`src/rtl/rle_fifo_arb.sv`:
```
// rle_fifo_arb: round-robin merge of two RLE (char, count) sources into one decode FIFO,
// sequenced as IDLE -> FILL -> DRAIN. Define RLE_FIFO_ARB_STATS_EN for grant/drop counters.

module rle_fifo_arb #(
   parameter int IDLE_TIMEOUT = 4,
   parameter int DW           = 8,
   parameter int CW           = 4
) (
   input  logic          CLK,
   input  logic          RST,
   input  logic          req0,
   input  logic [DW-1:0] din0,
   input  logic [CW-1:0] cin0,
   output logic          gnt0,
   input  logic          req1,
   input  logic [DW-1:0] din1,
   input  logic [CW-1:0] cin1,
   output logic          gnt1,
   output logic          fifo_wr_en,
   output logic [DW-1:0] fifo_din,
   output logic [CW-1:0] fifo_cin,
   output logic          fifo_rd_en,
   input  logic          fifo_full,
   input  logic          fifo_empty,
   input  logic          sink_rdy,
   output logic [1:0]    phase
`ifdef RLE_FIFO_ARB_STATS_EN
   ,
   output logic [15:0]   stat_cnt0,
   output logic [15:0]   stat_cnt1,
   output logic [7:0]    drop_cnt
`endif
);

   typedef enum logic [1:0] {
      ST_IDLE  = 2'd0,
      ST_FILL  = 2'd1,
      ST_DRAIN = 2'd2
   } state_t;

   localparam logic [3:0] LP_TIMEOUT = 4'(IDLE_TIMEOUT);

   state_t     r_state, w_state_nxt;
   logic       r_rr_ptr, w_rr_nxt;
   logic [3:0] r_idle_cnt, w_idle_nxt, w_idle_inc;
   logic       w_any_req, w_any_gnt, w_zero_cnt;

   assign w_any_req = req0 | req1;

   always_comb begin
      // NOTE: every signal written here gets a default first, so no path can infer a latch.
      gnt0 = 1'b0;
      gnt1 = 1'b0;
      if (r_state == ST_FILL && !fifo_full) begin
         if (req0 && req1) begin
            gnt0 = ~r_rr_ptr;
            gnt1 =  r_rr_ptr;
         end else begin
            gnt0 = req0;
            gnt1 = req1;
         end
      end
   end

   always_comb begin
      fifo_din = '0;
      fifo_cin = '0;
      if (gnt0) begin
         fifo_din = din0;
         fifo_cin = cin0;
      end else if (gnt1) begin
         fifo_din = din1;
         fifo_cin = cin1;
      end
   end

   // Zero-count pairs are consumed (granted) but never reach the FIFO.
   assign w_any_gnt  = gnt0 | gnt1;
   assign w_zero_cnt = (fifo_cin == '0);
   assign fifo_wr_en = w_any_gnt & ~w_zero_cnt;
   assign fifo_rd_en = (r_state == ST_DRAIN) & sink_rdy & ~fifo_empty;
   assign phase      = r_state;

   always_comb begin
      w_rr_nxt = r_rr_ptr;
      if (gnt0) begin
         w_rr_nxt = 1'b1;
      end else if (gnt1) begin
         w_rr_nxt = 1'b0;
      end
   end

   assign w_idle_inc = (r_idle_cnt == LP_TIMEOUT) ? r_idle_cnt : r_idle_cnt + 4'd1;

   // Idle counter defaults to zero: it clears on any request and on every state exit.
   always_comb begin
      w_state_nxt = r_state;
      w_idle_nxt  = 4'd0;
      case (r_state)
         ST_IDLE: begin
            if (w_any_req) begin
               w_state_nxt = ST_FILL;
            end else if (!fifo_empty) begin
               w_state_nxt = ST_DRAIN;
            end
         end
         ST_FILL: begin
            if (fifo_full) begin
               w_state_nxt = ST_DRAIN;
            end else if (!w_any_req) begin
               if (w_idle_inc == LP_TIMEOUT) begin
                  w_state_nxt = fifo_empty ? ST_IDLE : ST_DRAIN;
               end else begin
                  w_idle_nxt = w_idle_inc;
               end
            end
         end
         ST_DRAIN: begin
            if (fifo_empty) begin
               w_state_nxt = ST_IDLE;
            end
         end
         default: w_state_nxt = ST_IDLE;
      endcase
   end

   always_ff @(posedge CLK or posedge RST) begin
      if (RST) begin
         r_state    <= ST_IDLE;
         r_rr_ptr   <= 1'b0;
         r_idle_cnt <= 4'd0;
      end else begin
         // NOTE: non-blocking so every register updates from the same pre-edge values.
         r_state    <= w_state_nxt;
         r_rr_ptr   <= w_rr_nxt;
         r_idle_cnt <= w_idle_nxt;
      end
   end

`ifdef RLE_FIFO_ARB_STATS_EN
   logic [15:0] r_stat_cnt0, r_stat_cnt1;
   logic [7:0]  r_drop_cnt;

   always_ff @(posedge CLK or posedge RST) begin
      if (RST) begin
         r_stat_cnt0 <= 16'd0;
         r_stat_cnt1 <= 16'd0;
         r_drop_cnt  <= 8'd0;
      end else begin
         if (gnt0 && r_stat_cnt0 != 16'hFFFF) r_stat_cnt0 <= r_stat_cnt0 + 16'd1;
         if (gnt1 && r_stat_cnt1 != 16'hFFFF) r_stat_cnt1 <= r_stat_cnt1 + 16'd1;
         if (w_any_gnt && w_zero_cnt && r_drop_cnt != 8'hFF) r_drop_cnt <= r_drop_cnt + 8'd1;
      end
   end

   assign stat_cnt0 = r_stat_cnt0;
   assign stat_cnt1 = r_stat_cnt1;
   assign drop_cnt  = r_drop_cnt;
`else
   // Statistics counters are not built.
`endif

endmodule

```
`config.mk`:
```
export PLATFORM = sky130hd
export DESIGN_NAME = rle_fifo_arb
export DESIGN_NICKNAME = d
export VERILOG_FILES = /design/src/rtl/rle_fifo_arb.sv
export SDC_FILE = /design/constraint.sdc
export NUM_CORES = 1
export LEC_CHECK = 0
export CORE_UTILIZATION = 25
export CTS_CLUSTER_SIZE = 10
export DETAILED_ROUTE_END_ITERATION = 7
export DONT_BUFFER_PORTS = 1
export HOLD_SLACK_MARGIN = 0.1
export SYNTH_ARGS = -nofsm -noshare
export SYNTH_HDL_FRONTEND = slang
export SYNTH_SLANG_ARGS = --single-unit
```
`constraint.sdc`:
```
create_clock -name CLK -period 2.55 [get_ports CLK]
set_clock_uncertainty 0.15 [all_clocks]
set_input_delay 0.51 -clock CLK [delete_from_list [all_inputs] [get_ports CLK]]
set_output_delay 0.51 -clock CLK [all_outputs]
set_load 0.01 [all_outputs]
```
Word level (Yosys, flattened, before mapping). Cells that the tools add are included.

Add/sub/neg operators: 1. Equality and inequality tests: 8. Muxes and demuxes: 23. Bitwise logic cells: 8. Reduce and logical (&&, ||, !) cells: 7.

Operators with widths (count): $mux W4 (7); $mux W8 (2); $mux W2 (7); $eq A4 B3 Y1 const B (2); $mux W1 (6); $ne A3 B3 Y1 const B (2); $pmux W2 S3 (1); $add A4 B1 Y4 const B (1); $logic_not A4 Y1 (1); $reduce_and A4 Y1 (1); $and A1 B1 Y1 (3); $ne A3 B2 Y1 const B (1); $not A1 Y1 (3); $eq A2 B1 Y1 const B (1); $eq A2 B2 Y1 const B (1); $logic_and A1 B1 Y1 (2); $logic_not A2 Y1 (1); $ne A2 B2 Y1 const B (1); $or A1 B1 Y1 (2); $reduce_bool A2 Y1 (1); $logic_not A1 Y1 (1).

Register bits: 7. Input bits: 31. Output and inout bits: 18. Word-level logic and storage cells: 50.

Logic depth before layout (Yosys ltp). Gate-level depths: netlist of the first run.

Word-level depth: 8. Gate-level depth with buffers: 6. Mapped depth without buffers: 6.

Worst setup path before layout of the first run. OpenSTA, ideal clock, no wires.

Path type: register to output. Start: register r_state[0], in the netlist phase[0]. End: output fifo_wr_en. Arrival: 1.694 ns. Data required time: 1.890 ns. Slack: 0.196 ns. Stages on the path, launching flop included: 6. Buffers on the path: 1. Cell sequence: dfrtp_1 > nor3b_1 > and3_4 > buf_6 > a22o_1 > or4_1.

Longest elaborated chain between the ends: 8. Elaborated cells between the ends (all ways): 10. Classes of those cells: eq/ne (1); mux (4); bitwise (3); reduce/logical (2).

RTL lines: from (decl) (RTL line 43) `state_t r_state, w_state_nxt;`; from (signal assigned) (RTL line 134) `r_state <= w_state_nxt;`; $eq A2 B1 Y1 * (RTL line 54) `if (r_state == ST_FILL && !fifo_full) begin`; $logic_and A1 B1 Y1 * (RTL line 54); $mux W1 (RTL line 54); $mux W4 (RTL line 71) `end else if (gnt1) begin`; $mux W4 * (RTL line 68) `if (gnt0) begin`; via fifo_cin[2] (RTL line 21) `output logic [CW-1:0] fifo_cin,`; $logic_not A4 Y1 * (RTL line 79) `assign w_zero_cnt = (fifo_cin == '0);`; $not A1 Y1 * (RTL line 80) `assign fifo_wr_en = w_any_gnt & ~w_zero_cnt;`; $and A1 B1 Y1 * (RTL line 80); to (decl) (RTL line 19) `output logic fifo_wr_en,`.

Mark *: on every way through the listed nets, which the timed path passes. The rest lies on a longest branch.

Final worst setup path of the first run.
Start: register r_state[0], in the netlist phase[0]. End: output fifo_wr_en.

Elaborated cells between the ends (all ways): 10. Classes of those cells: eq/ne (1); mux (4); bitwise (3); reduce/logical (2).

RTL lines: $eq A2 B1 Y1 * (RTL line 54); $logic_and A1 B1 Y1 * (RTL line 54); $mux W1 * (RTL line 54); via gnt0 (RTL line 14) `output logic gnt0,`; $mux W4 (RTL line 68); $logic_not A4 Y1 (RTL line 79); $not A1 Y1 (RTL line 80); $and A1 B1 Y1 * (RTL line 80).

Marked as above.

==> results of run 1 <==
-- power breakdown --
group / switching, mW / internal [mW]
combinational: 0.122 / 0.102
clock: 0.0420 / 0.0573
sequential: 0.0186 / 0.136
total: 0.182 / 0.296
-- final cells by class --
class / count / area (um2) / area share (%)
sequential: 7 / 175 / 25.1
clock buffer: 3 / 22.5 / 3.23
clock inverter: 1 / 5.00 / 0.718
inverter: 7 / 26.3 / 3.77
timing repair buffer: 9 / 70.1 / 10.1
multi-input combinational: 48 / 364 / 52.2
tap: 27 / 33.8 / 4.85
-- stage by stage --
stage                     instance area (um2)  hold slack (ns)  setup slack (ns)
final                                     697            0.214            0.0591
after global routing                      697            0.206           0.00648
after CTS                                 684            0.209            0.0348
after detailed placement                  647            0.207             0.321
after global placement                    647            0.199             0.342
after floorplan                           574            0.163             0.196
-- how the worst max path moves through the flow --
stage             endpoint  slack [ns]  depth (start not counted)
6_report        fifo_wr_en        0.06                          4
5_1_grt         fifo_wr_en       0.006                          4
4_1_cts        fifo_din[0]        0.03                          4
3_5_place_dp   fifo_din[0]        0.32                          3
3_3_place_gp    fifo_wr_en        0.34                          4
2_1_floorplan   fifo_wr_en        0.20                          5
-- placed cells by master (no fill, tap or decap) --
cell / count
inv_1: 7
or4_1: 1
nand4bb_1: 1
o21bai_1: 1
a21oi_1: 2
or3_1: 1
nor2b_1: 1
clkbuf_4: 3
o21a_1: 1
or2_1: 1
nor3b_1: 2
nand3_1: 1
and3_1: 1
nand2_1: 4
nand2b_1: 1
o41a_1: 1
nand4_1: 1
ha_1: 2
nor2_1: 4
a22o_1: 12
a2111oi_4: 1
o21ai_1: 1
nor3_1: 4
dfrtp_1: 7
dlygate4sd3_1: 1
o32ai_1: 2
o311a_1: 1
clkinv_2: 1
and3_4: 1
buf_4: 8
-- critical path: stages, from the launching register on --
cell and delay, ns:
dfrtp_1 0.40, nor3b_1 0.16, and3_4 0.23, a22o_1 0.20
or4_1 0.59
-- metal layers --
layer  up-vias  track usage, %  share of wire, %
met5         -               0                 0
met4         0            1.43                 0
met3         0            6.17               3.8
met2        10            17.8                50
met1       263            15.0                46
li1        268               -                 -
-- flip-flops by register name, summed over array words and instances, names as in the netlist --
register	count
r_idle_cnt	4
phase	2
r_rr_ptr	1
-- repair_timing --
item | CTS | global route
hold endpoints to repair | 7 | 0
hold buffers | 1 | 0
gates resized for setup | 0 | 1
endpoints found under the setup margin | 0 | 9
-- cells by family (layout without fill, tap and decap cells) --
family	count (synthesis)	after routing	share of synthesized area, %
simple gates	24	24	24.0
flops	7	7	30.5
fa+ha+maj	2	2	4.36
compound gates	22	22	32.9
buf+inv	10	20	8.28
==> impl_metrics.toml, run 1 <==
[drt]
viasPerCell = 5.30
routedWlPerCell_um = 13.8
drt_iter0_drc = 26
dr.pass1.iters = 4
wirelength_um = 1410
route.detailed.drc = 0
vias = 541
ant_nets = 0

[yosys]
yosys.area.top_type = "dfrtp_1"
synth_cells = 65
yosys-top-cells-count = "a22o_1 (12), dfrtp_1 (7), inv_1 (7)"
synthTopCellsByArea = "dfrtp_1 (31%), a22o_1 (18%), inv_1 (4.6%)"
async_flop_share_pct = 100
yosys.cell_types.count = 28
yosysTopAreaCellShare_pct = 30.5
synth_area_um2 = 574
yosysSeqAreaShare_pct = 30.5
yosysWarnings = 0
yosysMostFrequentCell = "a22o_1"
avgSynthCellArea_um2 = 8.84
ys.flop_type = "dfrtp_1"
syn_nets = 98
synth-edff-count = 0
yosys_register_bits = 7

[place]
placed_cells = 97
dp_hpwl_um = 1170
place_congestion = 0.825
port_buffers = 0

[critical_path]
cp.required_ns = 1.89
worstSetupStartpointType = "flop"
crit_arrival_ns = 1.83
regToRegSetupSlack_ns = 0.49
timing.rr.start = "r_idle_cnt[0]"
r2r_cells = 6
worstSetupStartpoint = "phase[0]"
critPathMaxFanout = 14
timing.rr.end = "phase[1]"
crit_type = "flop to primary output"
cp-end-kind = "primary output"

[timing]
max_freq_mhz = 401
tightest_slew_ns = 0.388
maxSlewViolCount = 0
hold_violations = 0
finalSetupViolCount = 0
fin_tns_setup_ns = 0
min_period_ns = 2.49
grt_setup_unrepaired = "false"
slew-limit-headroom_pct = 74.1
finalCritPeriodShare_pct = 97.7

[pwr]
vdd_ir_drop_max_mv = 0.303
power_density_mw_per_mm2 = 686
power_uw = 478
total_leakage_power_nw = 0.301

[global_routing]
grt_start_max_net_pins = 15
first_global_vias = 490
grt_pass1_wl_um = 2210
overflow = 0
antenna_found_initial = 0
grt_usage_pct = 11.7

[die]
die_w_um = 49.9
start_util_pct = 27.9
core_area_mm2 = 0.00206
fp.dieH_um = 49.9
die-area_mm2 = 0.00249
ios = 49
placementRows = 16

[final_layout]
post-route-util_pct = 33.8
fin_cells = 102
diodes = 0
fillers = 221
final_nets = 109
layout-drive-gt1-share_pct = 18.7
area_growth_pct = 21.4

[hold_path]
hold_start = "fifo_empty"
whs_path_depth = 1
hold_class = "primary input to flop"
hold_end = "phase[1]"

[clock_network]
h-tree-depth = 1
cts_root_buffer = "clkbuf_4"
cts_tree = "built"
cts_setup_buffers = 0
cts_buffers = 3
clk_latency_ns = 0.25
cts_max_path_buffers = 2
cts.reportedPaths.clkPinSlew_ns = 0.05
clkSinkCount = 7

[outcome]
status = "finished clean"

[job]
maxCapViolations = 0
(Power assumes the default switching activity.)
==> run 2, diff against run 1 <==
--- a/config.mk
+++ b/config.mk
@@ -8,8 +8,8 @@
 export CORE_UTILIZATION = 25
 export CTS_CLUSTER_SIZE = 10
 export DETAILED_ROUTE_END_ITERATION = 7
-export DONT_BUFFER_PORTS = 1
 export HOLD_SLACK_MARGIN = 0.1
+export PLACE_DENSITY = 0.66
 export SYNTH_ARGS = -nofsm -noshare
 export SYNTH_HDL_FRONTEND = slang
 export SYNTH_SLANG_ARGS = --single-unit
==> impl_metrics.toml, run 2 (same netlist as run 1, synthesis figures left out) <==
[outcome]
status = "finished clean"

[timing]
hold_violations = 0
tightest_slew_ns = 0.446
min_period_ns = 2.48
slew-limit-headroom_pct = 70.3
finalSetupViolCount = 0
maxSlewViolCount = 0
max_freq_mhz = 403
worst_slack_ns = 0.0710
finalCritPeriodShare_pct = 97.2
grt_setup_unrepaired = "true"

[clock_network]
cts.reportedPaths.clkPinSlew_ns = 0.05
cts_max_path_buffers = 2
cts_buffers = 3
cts_root_buffer = "clkbuf_4"
holdBufCountCts = 0
clk_latency_ns = 0.25
clkSinkCount = 7
cts_tree = "built"
h-tree-depth = 1

[drt]
dr.pass1.iters = 2
routedWlPerCell_um = 12.7
route.detailed.drc = 0
ant_nets = 0
wirelength_um = 1900
drt_iter0_drc = 7
vias = 706
viasPerCell = 4.71

[place]
port_buffers = 48
place_ws_ns = -0.629
place_area_mm2 = 0.00113
place_congestion = 0.741
dp_hpwl_um = 1610

[die]
fp.dieH_um = 49.9
ios = 49
core_area_mm2 = 0.00206
placementRows = 16
start_util_pct = 27.9
die_w_um = 49.9
die-area_mm2 = 0.00249

[final_layout]
layout_commonest_cell = "clkdlybuf4s50_1"
largest_reg_flops = 4
fin_area_mm2 = 0.00113
mostFrequentLayoutCells = "clkdlybuf4s50_1 (30), a22o_1 (12), clkbuf_2 (9), buf_4 (8)"
layout-drive-gt1-share_pct = 21.1
top_register = "r_idle_cnt"
diodes = 0
final_nets = 157
area_growth_pct = 96.3

[critical_path]
critPathMaxFanout = 5
crit_type = "flop to primary output"
crit_arrival_ns = 1.82
cp-end-kind = "primary output"
cp.required_ns = 1.89
worstSetupStartpointType = "flop"

[global_routing]
grtUsageMet3_pct = 5.25
antenna_found_initial = 0
overflow = 0
grt_start_max_net_pins = 11
grt.busiest_layer = "met2"
grt_use_met2_pct = 30.9
first_global_vias = 707
grt_usage_pct = 15.9
grt_pass1_wl_um = 3030
grt_util_met1_pct = 16.4

[hold_path]
hold_class = "primary input to asynchronous set/reset pin"

[pwr]
vdd_ir_drop_max_mv = 0.399
total_leakage_power_nw = 0.515
power_uw = 612
power_density_mw_per_mm2 = 543

[job]
maxCapViolations = 0
-- run 2: cell count changes in the layout (fill, tap and decap cells not counted), moves of 2 or more --
cell,previous run,this run
clkdlybuf4s50_1,0,30
clkdlybuf4s15_1,0,2
clkbuf_2,0,9
dlygate4sd2_1,0,5
-- run 2: critical path, stage by stage (launching register included) --
cell and delay (ns):
dfrtp_1 0.38, nor3b_2 0.17, and3_4 0.19, a22o_1 0.19, or4_1 0.50, buf_2 0.15
-- run 2: final cells by class --
class	count	area, um2
fillers	199	935
flip-flops and latches	7	175
inverters	7	26.3
repair buffers	57	497
clock buffers	4	26.3
well taps	27	33.8
multi-input cells	48	369
-- run 2: path summary, 6_finish.rpt --
check                           slack (ns)  cells past startpoint             to           from
worst max-delay path                  0.07                      5     fifo_wr_en       phase[0]
worst min-delay path                  0.33                      2  r_idle_cnt[0]            RST
worst max register to register        0.51                      6       phase[1]  r_idle_cnt[0]
worst min register to register        0.46                      2       phase[0]       phase[0]
max in group asynchronous             1.71                      2       phase[0]            RST
min in group CLK                      0.46                      2       phase[0]       phase[0]
-- run 2: what timing repair did --
| action | CTS | global route |
|---|---|---|
| gates cloned | 0 | 0 |
| setup endpoints to repair | 15 | 10 |
| pin swaps | 2 | 3 |
| resized for setup | 32 | 14 |
| buffers inserted | 1 | 0 |
-- run 2: routing by layer --
layer  routed length (um)  share of wire (%)
met5                    0                  0
met4                    0                  0
met3                   43                2.3
met2                 1090                 57
met1                  767                 40
-- run 2: power breakdown --
group | leakage (nW) | total [mW] | internal (mW) | switching (mW)
combinational | 0.408 | 0.359 | 0.204 | 0.155
clock | 0.0150 | 0.0990 | 0.0596 | 0.0394
sequential | 0.0921 | 0.154 | 0.136 | 0.0177
-- run 2: stage by stage --
step                cells  util [%]  hold WS, ns   TNS, ns
finish                150      54.7        0.334         0
global route          150      54.7        0.377   -0.0845
CTS                   151      56.4        0.346  -0.00983
detailed placement    146      55.0        0.458     -8.14
global placement      146      55.0        0.460     -7.84
floorplan              65         -        0.163         0
==> run 3, diff against run 2 <==
--- a/config.mk
+++ b/config.mk
@@ -5,11 +5,11 @@
 export SDC_FILE = /design/constraint.sdc
 export NUM_CORES = 1
 export LEC_CHECK = 0
-export CORE_UTILIZATION = 25
+export CORE_UTILIZATION = 31
 export CTS_CLUSTER_SIZE = 10
 export DETAILED_ROUTE_END_ITERATION = 7
 export HOLD_SLACK_MARGIN = 0.1
-export PLACE_DENSITY = 0.66
+export PLACE_DENSITY = 0.79
 export SYNTH_ARGS = -nofsm -noshare
 export SYNTH_HDL_FRONTEND = slang
 export SYNTH_SLANG_ARGS = --single-unit
==> impl_metrics.toml, run 3 (same netlist as run 1, synthesis figures left out) <==
[outcome]
status = "finished clean"

[critical_path]
cp.required_ns = 1.89
critical_path.cell_chain = "clkdlybuf4s15_1, inv_1, a2111oi_2, buf_4, a22o_1, or4_1, buf_2"
cp_top_family = "buffers and inverters"
timing.rr.end = "phase[1]"
critPathBufInv = 4
worstSetupStartpoint = "req1"
timing.rr.start = "r_idle_cnt[0]"
crit_type = "primary input to primary output"
slowest_delay_ns = 0.50
crit_slowest_cell = "or4_1"
cp-end-kind = "primary output"
critPathMaxFanout = 5
crit_arrival_ns = 1.87
r2r_cells = 6
regToRegSetupSlack_ns = 0.42
crit_cells = 7
worstSetupStartpointType = "primary input"

[timing]
tightest_slew_ns = 0.331
grt_setup_unrepaired = "true"
finalSetupViolCount = 0
hold_slack_ns = 0.326
hold_violations = 0
max_freq_mhz = 395
maxSlewViolCount = 0
finalCritPeriodShare_pct = 99.2
worst_slack_ns = 0.0210
slew-limit-headroom_pct = 77.8
min_period_ns = 2.53

[final_layout]
top_register = "r_idle_cnt"
layout-drive-gt1-share_pct = 22.6
fin_area_mm2 = 0.00114
area_growth_pct = 98.0
fin_cells = 149
seq_area_um2 = 175
largest_reg_flops = 4
layout_commonest_cell = "clkdlybuf4s50_1"
fillers = 153
multi_input_area_um2 = 370
mostFrequentLayoutCells = "clkdlybuf4s50_1 (30), a22o_1 (12), buf_4 (9), dfrtp_1 (7)"
final_nets = 158
diodes = 0

[die]
fp.dieH_um = 45.0
placementRows = 15
ios = 49
start_util_pct = 33.3
die-area_mm2 = 0.00203
die_w_um = 45.0
core_area_mm2 = 0.00173

[drt]
viasPerCell = 4.89
dr.pass1.iters = 4
drt_iter0_drc = 20
wirelength_um = 2140
routedWlPerCell_um = 14.4
route.detailed.drc = 0
vias = 729
ant_nets = 0

[hold_path]
hold_class = "primary input to asynchronous set/reset pin"

[job]
maxCapViolations = 0

[clock_network]
cts_buffers = 3
clk_latency_ns = 0.26
cts_max_path_buffers = 2
cts_tree = "built"
cts_root_buffer = "clkbuf_4"
clkSinkCount = 7
h-tree-depth = 1
cts.reportedPaths.clkPinSlew_ns = 0.05

[pwr]
total_leakage_power_nw = 0.532
p_comb_share_pct = 59.4
power_uw = 640
power.net_switching_uw = 223
power_density_mw_per_mm2 = 563
switching_share_pct = 34.9
seq_power_share_pct = 24.8
vdd_ir_drop_max_mv = 0.626
clkPwrFrac_pct = 15.8
p_int_uw = 416

[place]
dp_hpwl_um = 1730
port_buffers = 48
place_congestion = 0.833
place_area_mm2 = 0.00113
placed_cells = 144
place_ws_ns = -0.612

[global_routing]
antenna_found_initial = 0
overflow = 0
grt_start_max_net_pins = 11
first_global_vias = 702
grt_pass1_wl_um = 3190
grt_usage_pct = 22.2
## run 3: how the worst max path moves through the flow
stage	endpoint	slack (ns)
2_1_floorplan	fifo_wr_en	0.20
3_3_place_gp	fifo_wr_en	-0.59
3_5_place_dp	fifo_wr_en	-0.61
4_1_cts	fifo_wr_en	-0.02
5_1_grt	fifo_wr_en	-0.02
6_report	fifo_wr_en	0.02
## run 3: worst reg2reg max path, delay by kind of cell (launching register included)
family,cells,cell delay (ns)
compound gates,4,1.13
buf+inv,1,0.09
flops,1,0.40
fa+ha+maj,1,0.24
## run 3: power by group through the flow
stage                     Combinational, mW  Clock [mW]  Sequential (mW)
after CTS                             0.363       0.104            0.152
after global routing                  0.406       0.107            0.163
after floorplan                       0.142           0            0.168
final                                 0.380       0.101            0.159
after global placement                0.380           0            0.154
after detailed placement              0.387           0            0.153
## run 3: layout make-up
type | instances | share of cell area [%]
repair buffers | 58 | 44.7
clock buffers | 4 | 2.31
multi-input cells | 48 | 32.6
inverters | 7 | 2.31
well taps | 25 | 2.75
flip-flops and latches | 7 | 15.4
## run 3: repair_timing
action	CTS	global route
pin swaps	1	0
setup buffers	1	0
hold buffers	0	0
endpoints found under the setup margin	15	4
resized for setup	43	8
## run 3: per-stage QoR
step,TNS (ns),util (%)
global placement,-6.15,65.6
CTS,-0.0198,65.8
global route,-0.0254,65.9
floorplan,0,-
detailed placement,-6.50,65.6
finish,0,65.9
## run 3: per-layer routing
metal | routed length, um | share of wire, % | track usage (%)
met1 | 847 | 40 | 26.2
met2 | 1220 | 57 | 38.3
met3 | 50 | 2.3 | 4.80
met4 | 29 | 1.4 | 10.3
met5 | 0 | 0 | 0
